$ cat config.mk
export PLATFORM = sky130hd
export DESIGN_NAME = mem_rd_stream
export DESIGN_NICKNAME = d
export VERILOG_FILES = /design/src/rtl/conveng_mem_pkg.sv /design/src/rtl/mem_rd_stream.sv
export SDC_FILE = /design/constraint.sdc
export NUM_CORES = 1
export LEC_CHECK = 0
export ABC_AREA = 1
export CELL_PAD_IN_SITES_DETAIL_PLACEMENT = 0
export CELL_PAD_IN_SITES_GLOBAL_PLACEMENT = 1
export CORE_MARGIN = 2
export CORE_UTILIZATION = 31
export CTS_CLUSTER_SIZE = 8
export DETAILED_ROUTE_END_ITERATION = 8
export PLACE_DENSITY = 0.86
export SLEW_MARGIN = 20
export SYNTH_ARGS = -nofsm -noshare
export SYNTH_HDL_FRONTEND = slang
export SYNTH_SLANG_ARGS = --single-unit
$ cat constraint.sdc
create_clock -name clk -period 1.6 [get_ports clk]
set_clock_uncertainty 0.2 [all_clocks]
set_input_delay 0.16 -clock clk [delete_from_list [all_inputs] [get_ports clk]]
set_output_delay 0.16 -clock clk [all_outputs]
set_load 0.05 [all_outputs]
$ cat src/rtl/conveng_mem_pkg.sv
// Shared types and sizing helpers for the convolution-engine memory read path.
package conveng_mem_pkg;

  typedef enum logic [1:0] {IDLE, STREAM, DONE} rd_state_t;

  localparam int DEFAULT_ADDRW = 10;
  localparam int DEFAULT_DEPTH = 2 ** DEFAULT_ADDRW;

  function automatic int mem_depth(input int addrw);
    return 2 ** addrw;
  endfunction

endpackage

$ cat src/rtl/mem_rd_stream.sv
// Walks a contiguous address range of a combinational-read memory and presents
// each word as a registered valid/ready beat, flagging the final beat.
module mem_rd_stream
  import conveng_mem_pkg::*;
#(
  parameter int ADDRW = 10,
  parameter int DATAW = 8
) (
  input  logic             clk,
  input  logic             rst_n,
  input  logic             start,
  input  logic [ADDRW-1:0] base_addr,
  input  logic [ADDRW:0]   len,
  output logic             busy,
  output logic             done,
  output logic [ADDRW-1:0] mem_rd_addr,
  output logic             mem_rd_en,
  input  logic [DATAW-1:0] mem_rd_data,
  output logic             out_valid,
  output logic [DATAW-1:0] out_data,
  output logic             out_last,
  input  logic             out_ready
);

  localparam int REMW = ADDRW + 1;

  rd_state_t        state, state_nxt;
  logic [ADDRW-1:0] addr_q;
  logic [REMW-1:0]  rem_q;
  logic             load;
  logic             accept;

  // A new word is fetched whenever words remain and the output slot is free
  // or being drained this cycle, giving one beat per cycle under no stall.
  assign accept      = out_valid && out_ready;
  assign load        = (state == STREAM) && (rem_q != '0) && (!out_valid || out_ready);
  assign mem_rd_addr = addr_q;
  assign mem_rd_en   = load;
  assign busy        = (state == STREAM);
  assign done        = (state == DONE);

  always_ff @(posedge clk or negedge rst_n) begin
    if (!rst_n) state <= IDLE;
    else        state <= state_nxt;
  end

  always_comb begin
    state_nxt = state;
    case (state)
      IDLE: begin
        if (start) state_nxt = (len != '0) ? STREAM : DONE;
      end
      STREAM: begin
        if (accept && out_last) state_nxt = DONE;
      end
      DONE:    state_nxt = IDLE;
      default: state_nxt = IDLE;
    endcase
  end

  // Output register and address/remaining counters
  always_ff @(posedge clk or negedge rst_n) begin
    if (!rst_n) begin
      addr_q    <= '0;
      rem_q     <= '0;
      out_data  <= '0;
      out_valid <= 1'b0;
      out_last  <= 1'b0;
    end else begin
      if (state == IDLE && start && len != '0) begin
        addr_q <= base_addr;
        rem_q  <= len;
      end
      if (load) begin
        out_data  <= mem_rd_data;
        out_valid <= 1'b1;
        out_last  <= (rem_q == REMW'(1));
        addr_q    <= addr_q + ADDRW'(1);
        rem_q     <= rem_q - REMW'(1);
      end else if (accept) begin
        out_valid <= 1'b0;
        out_last  <= 1'b0;
      end
    end
  end

endmodule
==> impl_metrics.ini, run 1 <==
[detailed_routing]
routed.top_layer = met4
wl_mm = 6.64
drc = 0
wire_per_inst_um = 13.8
via_per_inst = 4.70
wl_met2_mm = 3.07
antenna_left = 0
drt-pass1-iter-count = 4
wl_met1_mm = 2.83
wl_met3_um = 526
first_iter_violations = 137
vias = 2261

[timing]
worst_pin_slew_ps = 288
finalHoldViolCount = 0
fin_crit_ps = 1790
max_freq_mhz = 560
drv_slew = 0
rsz0062_at_grt = yes
finalSetupViolations = 33
setup-tns-final_ps = -3150
holdWs_ps = 34.0
slew-limit-headroom_pct = 80.6
fin_crit_sh_pct = 112
fin_ws_ps = -186

[die]
die_area_um2 = 7210
die_w_um = 84.9
rows = 29
dieHeight_um = 84.9
initial_core_util_pct = 32.0
ios = 56
coreArea_um2 = 6350

[pwr]
finalPower_w = 0.00824
power_density_nw_per_um2 = 2240
vdd_drop_max_v = 0.00139
power.leakage_nw = 1.77

[worst_setup_path]
crit_arrival_ps = 1430
critical-path-top-delay-family = simple AND/OR/NAND/NOR gates
cp.required_ps = 1240
crit_slowest_cell = dfrtp_1
start_kind = flop
path_cells = nor2_2 > inv_1 > nor2_2 > nand2_2 > nand3_4 > inv_8 > buf_12
critPathBufInv = 3
crit_path_max_fanout = 3
criticalPathCategory = reg -> out
end_kind = output port
path_common_cell = nor2_2
critPathMaxStageDelay_ps = 400

[finish]
layout.nets = 440
fillCellCount = 538
final_cell_area_um2 = 3680
n_antenna_cell = 0
post-route-util_pct = 58.0
regArea_um2 = 833
multi_input_area_um2 = 1180
syn2layout_area_growth_pct = 81.3
layout-drive-gt1-share_pct = 34.9

[cts]
clock-sinks = 33
cts_tree = built
clock_tree.htree_level_count = 2
clkTransAtPathRegs_ps = 80
clk_path_buf_depth = 2
numCtsBuffers = 5
clock-root-buffer = clkbuf_8
clk_latency_ps = 280

[yosys]
netlist.area_leader.share_pct = 40.7
ys_warn_count = 0
synthTopCellsByCount = 89 x nand2_1, 38 x nor2_1, 36 x nand3_1
synth_most_common_cell = nand2_1
synth_area_leader_cell = dfrtp_1
yosysSeqAreaShare_pct = 40.7
synth-edff-count = 0
synth_area_leaders = dfrtp_1 41%, nand2_1 16%, nand3_1 8.9%, nor2_1 7.0%, inv_1 4.1%
syn_area_per_cell_um2 = 7.28
ys.flop_type = dfrtp_1
synth_fp_nets = 316
synth_area_um2 = 2030
yosysUniqueCellTypes = 28
netlist_instances = 279
synth-seq-cells = 33
postSynth.asyncResetShare_pct = 100

[placement]
dpl_cell_area_um2 = 3290
dpl.hpwl_mm = 4.55
gp_congestion = 0.882
numPortBuffers = 55

[grt]
grt_pass1_wl_mm = 10.8
grt_max_degree = 34
grt_remaining_overflow = 0
grt_antenna_before_repair = 0
grt_pass1_vias = 2287
grt_use_total_pct = 18.6

[worst_hold_path]
hold_class = in -> async

[job]
drv_cap = 0

[outcome]
violations = setup timing
status = finished with violations
==> final timing paths <==
path                                 from        endpoint  slack [ps]  cells after the start
max in group asynchronous           rst_n       out_valid         960                      2
min in group clk           mem_rd_data[0]     out_data[0]         210                      3
min reg2reg                     rem_q[10]       rem_q[10]         330                      2
min                                 rst_n        rem_q[2]          30                      2
max reg2reg                      rem_q[1]  mem_rd_addr[0]        -160                     10
max                              rem_q[3]       mem_rd_en        -190                      7
==> sequential cells by signal, indices dropped and copies added, names as in the netlist <==
register,cells
state,2
mem_rd_addr,10
rem_q,11
out_data,8
out_valid,1
out_last,1
==> area by class of cell <==
class                           count  share of cell area (%)
Tap cell                           77                    2.62
Sequential cell                    33                    22.6
Multi-Input combinational cell    217                    32.1
Timing Repair inverter              1                   0.102
Clock inverter                      3                   0.476
Inverter                           24                    2.85
Timing Repair Buffer              121                    37.3
Clock buffer                        5                    1.87
==> layout by cell type (no fill, tap or decap), drive strengths merged <==
cell           count
clkinvlp           1
clkbuf             6
a31oi              1
nor2              44
xor2               8
clkdlybuf4s50     32
nand4              3
nand3b             6
nand2             94
a21oi              3
ha                 4
nor3               3
or2                4
o21ai              8
nor3b              1
clkinv             2
xnor2              1
nand3             37
dfrtp             33
inv               25
buf               88
==> where the power goes <==
| part | leakage [nW] | switching, W | internal, W |
|---|---|---|---|
| registers | 0.387 | 0.000442 | 0.00126 |
| logic | 1.34 | 0.00305 | 0.00286 |
| clock network | 0.0439 | 0.000333 | 0.000300 |
==> repair_timing <==
item / CTS / global route
setup endpoints to repair: 33 / 34
hold buffers: 0 / 0
resized for setup: 20 / 22
pin swaps: 6 / 10
buffers inserted: 5 / 12
gates cloned: 2 / 1
==> per-stage QoR <==
| step | setup slack [ps] | instances |
|---|---|---|
| floorplan | -129 | 279 |
| global placement | -186 | 453 |
| detailed placement | -203 | 453 |
| CTS | -172 | 468 |
| global route | -233 | 481 |
| finish | -186 | 481 |
==> logic make-up after synthesis <==
group	count (synthesis)	synth area share, %
XOR/XNOR	9	3.88
AND/OR/NAND/NOR	191	43.6
AO/OA/AOI/OAI	12	3.02
flip-flops	33	40.7
buffers and inverters	30	6.41
adder cells (fa/ha/maj)	4	2.46
==> per-layer routing <==
layer | global-route usage (%) | vias to the layer above
met4 | 6.49 | 0
met3 | 3.99 | 16
met2 | 29.7 | 90
met5 | 0 | -
li1 | - | 1132
met1 | 25.1 | 1023
(Power assumes the default switching activity.)
==> run 2, diff against run 1 <==
ABC_AREA = not set   (was 1)
PLACE_DENSITY = 0.87   (was 0.86)
==> impl_metrics.ini, run 2 <==
[timing]
fin_crit_sh_pct = 131
drv_slew = 0
worst_pin_slew_ps = 417
slew-limit-headroom_pct = 72.2
setup-tns-final_ps = -10880
fin_crit_ps = 2090
finalHoldViolCount = 0
max_freq_mhz = 479
fin_ws_ps = -490
rsz0062_at_grt = yes
finalSetupViolations = 32

[detailed_routing]
antenna_left = 0
via_per_inst = 5.08
first_iter_violations = 152
drt-pass1-iter-count = 5
drc = 0
wl_mm = 6.72
vias = 2160
wire_per_inst_um = 15.8

[yosys]
synth_area_leaders = dfrtp_1 45%, nand2_1 8.6%, ha_1 2.7%, nor2_1 2.5%, o211ai_1 2.5%
yosysSeqAreaShare_pct = 45.2
postSynth.asyncResetShare_pct = 100
synth-xor-area-share_pct = 0
synth_most_common_cell = nand2_1
netlist_instances = 202
yosys.area_share.adder_pct = 2.74
yosysUniqueCellTypes = 48
ys_warn_count = 0
synth_area_leader_cell = dfrtp_1
synth_top_family_by_area = simple AND/OR/NAND/NOR gates
synth-seq-cells = 33
synthTopCellsByCount = 42 x nand2_1, 33 x dfrtp_1, 12 x nor2_1
muxShareOfSynthArea_pct = 0
synth_fp_nets = 239
synth_compound_area_share_pct = 19.7
ys.flop_type = dfrtp_1
syn_area_per_cell_um2 = 9.05
netlist.area_leader.share_pct = 45.2
synth_simple_gate_area_share_pct = 27.7
synth-edff-count = 0
synth_area_um2 = 1830

[worst_hold_path]
hold_class = in -> async

[pwr]
p_sw_w = 0.00227
vdd_drop_max_v = 0.000935
power_density_nw_per_um2 = 1470
p_clk_share_pct = 14.9
p_sw_share_pct = 40.1
seq_power_share_pct = 24.4
p_int_w = 0.00338
power.leakage_nw = 1.74
comb_power_share_pct = 60.7

[cts]
postCtsHoldBufs = 0
clock-sinks = 33
cts_tree = built
clock_tree.htree_level_count = 2
numCtsBuffers = 5
clkTransAtPathRegs_ps = 70
clk_latency_ps = 300
clk_path_buf_depth = 2
clock-root-buffer = clkbuf_8

[worst_setup_path]
cp.required_ps = 1560
criticalPathCategory = reg -> reg
crit_path_max_fanout = 6
end_kind = flop
start_kind = flop
crit_arrival_ps = 2050

[die]
coreArea_um2 = 5610
ios = 56
dieHeight_um = 80.8
die_area_um2 = 6530
initial_core_util_pct = 32.6
die_w_um = 80.8
rows = 27

[finish]
multi_input_area_um2 = 1180
layout_commonest_cell = buf_4
final_cell_mix = 81 x buf_4, 33 x nand2_1, 29 x clkdlybuf4s50_1, 29 x dfrtp_1, 25 x buf_12
instances_no_fill = 425
final_cell_area_um2 = 3830
syn2layout_area_growth_pct = 110
fillCellCount = 415
largest_register_ffs = 11
registers.top_by_ff_count = rem_q
n_antenna_cell = 0
layout-drive-gt1-share_pct = 51.0
post-route-util_pct = 68.3
layout.nets = 389
regArea_um2 = 831

[placement]
dpl.cell_count = 396
dpl_cell_area_um2 = 3330
numPortBuffers = 55
place_ws_ps = -646
dpl.hpwl_mm = 4.53
gp_congestion = 0.909

[grt]
grt_remaining_overflow = 0
grt_max_degree = 34
grt_use_total_pct = 21.5
grt_pass1_vias = 2224
grt_pass1_wl_mm = 10.6
grt_antenna_before_repair = 0

[outcome]
status = finished with violations
violations = setup timing

[job]
drv_cap = 0
==> run 2: changes by cell type after synthesis, sizes merged, moves of 4 or more <==
cell	change
a211oi	+4
a21oi	+4
and3	+4
inv	-13
nand2	-50
nand3	-29
nand3b	-4
nor2	-32
nor3	+4
nor4	+6
o211ai	+6
o22ai	+4
or2	-4
xor2	-8
==> run 2: logic make-up after synthesis <==
group | after synthesis
AND/OR/NAND/NOR | 99
AO/OA/AOI/OAI | 49
flip-flops | 33
buffers and inverters | 17
adder cells (fa/ha/maj) | 4
==> run 2: final timing paths <==
check / start / to / slack [ps] / cells after the start
worst min-delay path: rst_n / rem_q[7] / 40 / 2
max in group asynchronous: rst_n / mem_rd_addr[2] / 970 / 2
worst max-delay path: rem_q[1] / rem_q[3] / -490 / 10
worst min register to register: out_data[1] / out_data[1] / 340 / 2
min in group clk: len[6] / rem_q[6] / 50 / 3
worst max register to register: rem_q[1] / rem_q[3] / -490 / 10
==> run 2: metal layers <==
layer / vias to the layer above / global-route usage (%) / routed length [um]
li1: 1043 / - / -
met4: 0 / 10.3 / 182
met2: 60 / 36.6 / 3410
met3: 16 / 6.11 / 379
met1: 1041 / 24.9 / 2750
met5: - / 0 / 0
==> run 2: final cells by class <==
cell class / instances / area share [%]
inverters: 11 / 1.50
clock buffers: 7 / 2.25
repair buffers: 149 / 40.6
multi-input cells: 152 / 30.8
well taps: 72 / 2.35
flip-flops and latches: 33 / 21.7
clock inverters: 1 / 0.784
==> run 2: timing repair <==
item,in CTS,in global routing
setup endpoints to repair,34,36
resized for setup,31,15
pin swaps,11,10
setup buffers,14,8
==> run 2: metrics by stage <==
step	hold WS, ps	power (W)
final	36.1	0.00565
after global routing	49.2	0.00593
after CTS	52.4	0.00551
after detailed placement	282	0.00445
after global placement	261	0.00437
after floorplan	-336	0.00282
==> run 2: worst max-delay path, stage by stage, from the launching register on <==
cell      delay, ps
dfrtp_1         380
inv_2            70
ha_4            160
nor2b_4         130
nand4_4         100
buf_6           130
nand2_8          80
buf_4           170
buf_4           160
o211ai_1        240
o211ai_1        130
==> run 2: power groups by stage <==
stage,sequential [W],clock [W],combinational (W)
finish,0.00138,0.000841,0.00343
global route,0.00142,0.000885,0.00363
CTS,0.00137,0.000838,0.00329
detailed placement,0.00138,0,0.00307
global placement,0.00137,0,0.00300
floorplan,0.00186,0,0.000960
